**src/rtl/tl_a_arb2.sv**
```systemverilog
// Two-to-one TileLink-UL A/D arbiter: round-robin A with burst lock, D steered
// by a port tag above the source ID, per-port in-flight throttling.
module tl_a_arb2 #(
  parameter int SRC_W        = 4,
  parameter int MAX_INFLIGHT = 4
) (
  input  logic              clock,
  input  logic              reset,
  input  logic              in0_a_valid,
  output logic              in0_a_ready,
  input  logic [2:0]        in0_a_opcode,
  input  logic [2:0]        in0_a_param,
  input  logic [2:0]        in0_a_size,
  input  logic [SRC_W-1:0]  in0_a_source,
  input  logic [31:0]       in0_a_address,
  input  logic [3:0]        in0_a_mask,
  input  logic [31:0]       in0_a_data,
  input  logic              in1_a_valid,
  output logic              in1_a_ready,
  input  logic [2:0]        in1_a_opcode,
  input  logic [2:0]        in1_a_param,
  input  logic [2:0]        in1_a_size,
  input  logic [SRC_W-1:0]  in1_a_source,
  input  logic [31:0]       in1_a_address,
  input  logic [3:0]        in1_a_mask,
  input  logic [31:0]       in1_a_data,
  output logic              out_a_valid,
  input  logic              out_a_ready,
  output logic [2:0]        out_a_opcode,
  output logic [2:0]        out_a_param,
  output logic [2:0]        out_a_size,
  output logic [SRC_W:0]    out_a_source,
  output logic [31:0]       out_a_address,
  output logic [3:0]        out_a_mask,
  output logic [31:0]       out_a_data,
  input  logic              out_d_valid,
  output logic              out_d_ready,
  input  logic [2:0]        out_d_opcode,
  input  logic [1:0]        out_d_param,
  input  logic [2:0]        out_d_size,
  input  logic [SRC_W:0]    out_d_source,
  input  logic              out_d_sink,
  input  logic              out_d_denied,
  input  logic [31:0]       out_d_data,
  input  logic              out_d_corrupt,
  output logic              in0_d_valid,
  input  logic              in0_d_ready,
  output logic [2:0]        in0_d_opcode,
  output logic [1:0]        in0_d_param,
  output logic [2:0]        in0_d_size,
  output logic [SRC_W-1:0]  in0_d_source,
  output logic              in0_d_sink,
  output logic              in0_d_denied,
  output logic [31:0]       in0_d_data,
  output logic              in0_d_corrupt,
  output logic              in1_d_valid,
  input  logic              in1_d_ready,
  output logic [2:0]        in1_d_opcode,
  output logic [1:0]        in1_d_param,
  output logic [2:0]        in1_d_size,
  output logic [SRC_W-1:0]  in1_d_source,
  output logic              in1_d_sink,
  output logic              in1_d_denied,
  output logic [31:0]       in1_d_data,
  output logic              in1_d_corrupt,
  output logic              err_unexpected_d
);
  localparam logic [3:0] MAXC = 4'(MAX_INFLIGHT);

  typedef struct packed {
    logic [2:0]       opcode;
    logic [2:0]       param;
    logic [2:0]       size;
    logic [SRC_W-1:0] source;
    logic [31:0]      address;
    logic [3:0]       mask;
    logic [31:0]      data;
  } aReq_t;

  // Beats-1 for a message of 2^size bytes on a 4-byte bus, clamped to 4 bits.
  function automatic logic [3:0] beatsM1(input logic multi, input logic [2:0] sz);
    logic [3:0] r;
    r = 4'd0;
    if (multi) begin
      case (sz)
        3'd3:    r = 4'd1;
        3'd4:    r = 4'd3;
        3'd5:    r = 4'd7;
        3'd6,
        3'd7:    r = 4'd15;
        default: r = 4'd0;
      endcase
    end
    return r;
  endfunction

  aReq_t [1:0]      aReq;
  logic  [1:0]      aValid, elig, aRdy, inc, dec, unexp;
  logic  [1:0][3:0] cnt;
  logic             prio, lock, lockPort, grant, aFire, dFire, dLast, dPort, err;
  logic  [3:0]      aBeat, dBeat, aLen, dLen;
  aReq_t            gReq;

  assign aReq[0] = '{in0_a_opcode, in0_a_param, in0_a_size, in0_a_source,
                     in0_a_address, in0_a_mask, in0_a_data};
  assign aReq[1] = '{in1_a_opcode, in1_a_param, in1_a_size, in1_a_source,
                     in1_a_address, in1_a_mask, in1_a_data};
  assign aValid  = {in1_a_valid, in0_a_valid};

  assign grant = lock ? lockPort : ((elig[0] & elig[1]) ? prio : elig[1]);
  assign gReq  = aReq[grant];
  assign aLen  = beatsM1(gReq.opcode <= 3'd3, gReq.size);
  assign dLen  = beatsM1(out_d_opcode == 3'd1, out_d_size);
  assign dPort = out_d_source[SRC_W];

  assign out_a_valid   = ~reset & elig[grant];
  assign aFire         = out_a_valid & out_a_ready;
  assign out_a_opcode  = gReq.opcode;
  assign out_a_param   = gReq.param;
  assign out_a_size    = gReq.size;
  assign out_a_source  = {grant, gReq.source};
  assign out_a_address = gReq.address;
  assign out_a_mask    = gReq.mask;
  assign out_a_data    = gReq.data;
  assign in0_a_ready   = aRdy[0];
  assign in1_a_ready   = aRdy[1];

  assign out_d_ready = ~reset & (dPort ? in1_d_ready : in0_d_ready);
  assign dFire       = out_d_valid & out_d_ready;
  // Last beat: either a single-beat message or the final count of a burst.
  assign dLast       = dFire & ((dBeat == 4'd0) ? (dLen == 4'd0) : (dBeat == 4'd1));
  assign in0_d_valid = ~reset & out_d_valid & ~dPort;
  assign in1_d_valid = ~reset & out_d_valid & dPort;
  assign {in0_d_opcode, in0_d_param, in0_d_size, in0_d_sink, in0_d_denied, in0_d_data, in0_d_corrupt} =
         {out_d_opcode, out_d_param, out_d_size, out_d_sink, out_d_denied, out_d_data, out_d_corrupt};
  assign {in1_d_opcode, in1_d_param, in1_d_size, in1_d_sink, in1_d_denied, in1_d_data, in1_d_corrupt} =
         {out_d_opcode, out_d_param, out_d_size, out_d_sink, out_d_denied, out_d_data, out_d_corrupt};
  assign in0_d_source = out_d_source[SRC_W-1:0];
  assign in1_d_source = out_d_source[SRC_W-1:0];
  assign err_unexpected_d = err;

  // Per-port eligibility and in-flight counter.
  for (genvar i = 0; i < 2; i++) begin : g_port
    assign elig[i]  = aValid[i] & (lock ? (lockPort == 1'(i)) : (cnt[i] < MAXC));
    assign aRdy[i]  = ~reset & out_a_ready & elig[i] & (grant == 1'(i));
    assign inc[i]   = aFire & ~lock & (grant == 1'(i));
    assign dec[i]   = dLast & (dPort == 1'(i));
    assign unexp[i] = dec[i] & (cnt[i] == 4'd0);

    always_ff @(posedge clock or posedge reset) begin
      if (reset)                 cnt[i] <= 4'd0;
      else if (inc[i] & ~dec[i]) begin
        if (cnt[i] < MAXC)       cnt[i] <= cnt[i] + 4'd1;
      end else if (dec[i] & ~inc[i]) begin
        if (cnt[i] != 4'd0)      cnt[i] <= cnt[i] - 4'd1;
      end
    end
  end

  always_ff @(posedge clock or posedge reset) begin
    if (reset) begin
      prio     <= 1'b0;
      lock     <= 1'b0;
      lockPort <= 1'b0;
      aBeat    <= 4'd0;
      dBeat    <= 4'd0;
      err      <= 1'b0;
    end else begin
      if (aFire) begin
        if (!lock) begin
          if (aLen != 4'd0) begin
            lock     <= 1'b1;
            lockPort <= grant;
            aBeat    <= aLen;
          end else begin
            prio     <= ~grant;
          end
        end else begin
          aBeat <= aBeat - 4'd1;
          if (aBeat == 4'd1) begin
            lock <= 1'b0;
            prio <= ~grant;
          end
        end
      end
      if (dFire) dBeat <= (dBeat == 4'd0) ? dLen : dBeat - 4'd1;
      if (|unexp) err <= 1'b1;
    end
  end
endmodule

```
**config.mk**
```make
export PLATFORM = sky130hd
export DESIGN_NAME = tl_a_arb2
export DESIGN_NICKNAME = d
export VERILOG_FILES = /design/src/rtl/tl_a_arb2.sv
export SDC_FILE = /design/constraint.sdc
export NUM_CORES = 1
export LEC_CHECK = 0
export BUFFER_PORTS_ARGS = -buffer_cell sky130_fd_sc_hd__buf_2
export CAP_MARGIN = 20
export CELL_PAD_IN_SITES_DETAIL_PLACEMENT = 1
export CELL_PAD_IN_SITES_GLOBAL_PLACEMENT = 1
export CORE_AREA = 3 3 155 157
export CTS_CLUSTER_DIAMETER = 100
export DETAILED_ROUTE_END_ITERATION = 10
export DIE_AREA = 0 0 158 160
export PLACE_DENSITY = 0.68
export SLEW_MARGIN = 5
export SYNTH_ARGS = -nofsm -noshare
export SYNTH_HDL_FRONTEND = slang
export SYNTH_SLANG_ARGS = --single-unit
export TNS_END_PERCENT = 10
```
**constraint.sdc**
```tcl
create_clock -name clock -period 2.7 [get_ports clock]
set_input_delay 0.27 -clock clock [delete_from_list [all_inputs] [get_ports clock]]
set_output_delay 0.27 -clock clock [all_outputs]
set_load 0.05 [all_outputs]
```
==> results.md <==
* Worst Setup Path Type: register to output pin
* Worst setup margin at roughly 0.067 ns
* DP HPWL at 13,570 um
* Die Area at ~25,000 sq um
* Setup crit end kind: output pin
* Final wirelength at 16,060 um
* RSZ-0062 raised after global routing: yes
* Most frequent cells in the layout: buf_2, nand2_1, buf_4
* Synth async-reset ratio at between 90% and 100%
* Clock Sinks at 20
* Fin. Hold Viols at 0
* Ant. Diodes at 0
* Leakage power at 0.002725 uW
* Gr ovfl total at 0
* Fin util at 21.38%
* Vias per Instance at ~3.9
* Post-synth EDFFs at 0
* Startpoint Class: register
* Worst EP arrival at roughly 2.4 ns
* CTS Buf Count at 3
* Mean area per synthesized cell at approximately 6.3 sq um
* Placement Setup Slack at -0.06464 ns
* Fin nets at 938
* Sequential share of the synthesized area at between 15 and 20%
* DRT antenna net count at 0
* Power, Total at 3631 uW
* FP Rows at 55
* Status: finished clean
* Layout cells sized above 1 at 48.87%
* TritonCTS clock tree: yes
* Peak supply drop at between 0.3 and 0.4 mV
* Initial Utilization at 14.16%
* Commonest non-fill, non-tap cell in the layout: buf_2
* Area Overhead vs Synth at 51.01%
* Crit path time final at between 2 and 3 ns
* Synth warn at 0
* Clock transition at path regs at roughly 0.060 ns
* Worst Tran Pin Value at 0.4095 ns
* Routability cong. at roughly 0.76
* Total iterations of the first detailed-routing run at 4
* Setup TNS at 0 ns
* Syn nets at between 700 and 800
* Vias post-DR at around 3.9k
* # IOs at 401
* Synth Cell Area at approximately 3200 sq um
* H-Tree Depth at 1
* Slew Limit Headroom at 72.45%
* Period Utilization, post-route at a little over nine tenths
* Crit-path cells: nor2b_1, o211a_1, buf_4, a21o_4, inv_4, buf_12, mux2_2, buf_2
* Clk_lat worst skew at ~0.25 ns
* Root buffer cell: clkbuf_16
* WHS at ~0.059 ns
* First-pass GRT wire length at between 20,000 and 25,000 um
* Die span in x at about 160 um
* IO Port Bufs at around 280
* Vias in the first global route at 3,986
* Flops & latches, synth at 20
* Top-area cell type share of the netlist area at a little under 30%
* Top FF cell, synth: dfrtp_1
* Cell taking the most area after synthesis: nand2_1
* Iter 0 DRT Violations at roughly 150
* DRC errors left at 0
* Pwr Density at 750.1 nW/um^2
* Fmax at roughly 0.38 GHz
* Initial antenna violation count at 0
* CORE AREA at between 20,000 and 25,000 sq um
* WL/cell at roughly 16 um
* Final Setup Violations at 0
* Cts hold-fix bufs at 0
* Clock tree buffer depth at 2
* Worst Clk Skew at approximately 0.00083 ns
* Critical-path top delay cell: dfrtp_2
* Die span in y at 160 um
* Max FO, Critical Path at 26
* Final Max Tran Viols at 0
* Area contributors post-synth: nand2_1, buf_4, dfrtp_1
* Crit path required time at between 2 and 2.5 ns
* Overall routing resource usage at 11.41%
* Critical path's largest stage delay at roughly 0.46 ns
* Synthesized instance count at ~510
* Worst Hold Class: input pin to async pin
* Synth cell types at 49
* Largest net degree at the start of global routing at 57
* Max cap viols at 0
path summary, 6_finish.rpt:
check / end / start / slack [ns] / cells after the start
setup / recovery: out_a_size[0] / lock / 0.07 / 8
hold / removal: cnt[7] / reset / 0.06 / 3
setup reg to reg: cnt[3] / dBeat[1] / 0.15 / 15
hold reg to reg: err_unexpected_d / err_unexpected_d / 0.51 / 1
max in group asynchronous: cnt[3] / reset / 2.47 / 3
min in group clock: dBeat[3] / out_d_valid / 0.39 / 4
repair_timing:
action	4_1_cts	5_1_grt
gates resized for setup	3	26
buffers inserted	0	5
setup endpoints to repair	7	15
endpoints found under the hold margin	0	0
cloned	1	0
pin swaps	0	15
synthesized netlist by cell type (5+ instances only):
master    instances
xnor2_1           6
clkbuf_1          8
ha_1             10
a21oi_1           8
buf_4            95
mux2_2            5
inv_1            11
nor3_1            6
nand2_1         250
nor2_1           16
dfrtp_1          20
a21o_1            6
buf_1             9
o21ai_0          11
where the power goes:
group	leakage, uW	switching, uW	total (uW)	internal [uW]
logic	0.00245	1780	2730	959
registers	0.000237	169	587	418
clock network	0.0000370	115	310	196
total	0.00273	2060	3630	1570
worst max-delay path: cells and delay by family (launching register included):
family | cells | cell delay [ns]
buf+inv | 4 | 0.65
flops | 1 | 0.46
mux | 1 | 0.34
compound gates | 2 | 0.47
simple gates | 1 | 0.17
layout make-up:
type | count | area [sq um]
clock buffers | 3 | 75.07
fillers | 2889 | 17800
inverters | 12 | 51.30
multi-input cells | 364 | 1982
flip-flops and latches | 20 | 501.7
well taps | 285 | 356.6
repair buffers | 307 | 1874
cells by family (layout without fill, tap and decap cells):
family	count (synthesis)	after routing	share of synthesized area, %
XOR/XNOR	8	8	2.186
AND/OR/NAND/NOR	290	290	36.69
flip-flops	20	20	15.61
AO/OA/AOI/OAI	42	42	9.329
adder cells (fa/ha/maj)	12	12	5.152
multiplexers	12	12	4.371
buffers and inverters	128	322	26.66
sequential cells by signal, summed over array words and instances, names as in the netlist:
| register | count |
|---|---|
| dBeat | 4 |
| aBeat | 4 |
| cnt | 8 |
| err_unexpected_d | 1 |
| prio | 1 |
| lock | 1 |
| lockPort | 1 |
routing by layer:
layer / track usage [%] / wire, um / vias to the layer above
met5: 0.9921 / 0 / -
met4: 2.307 / 248 / 0
met3: 5.203 / 2019 / 16
met2: 20.15 / 7988 / 214
met1: 12.48 / 5799 / 1766
li1: - / - / 1915
through the flow:
| step | cell area, sq um | cells |
|---|---|---|
| after global placement | 4564 | 982 |
| final | 4841 | 991 |
| after detailed placement | 4564 | 982 |
| after CTS | 4676 | 986 |
| after floorplan | 3227 | 512 |
| after global routing | 4841 | 991 |
No activity file was read; power rests on OpenSTA's default activity.
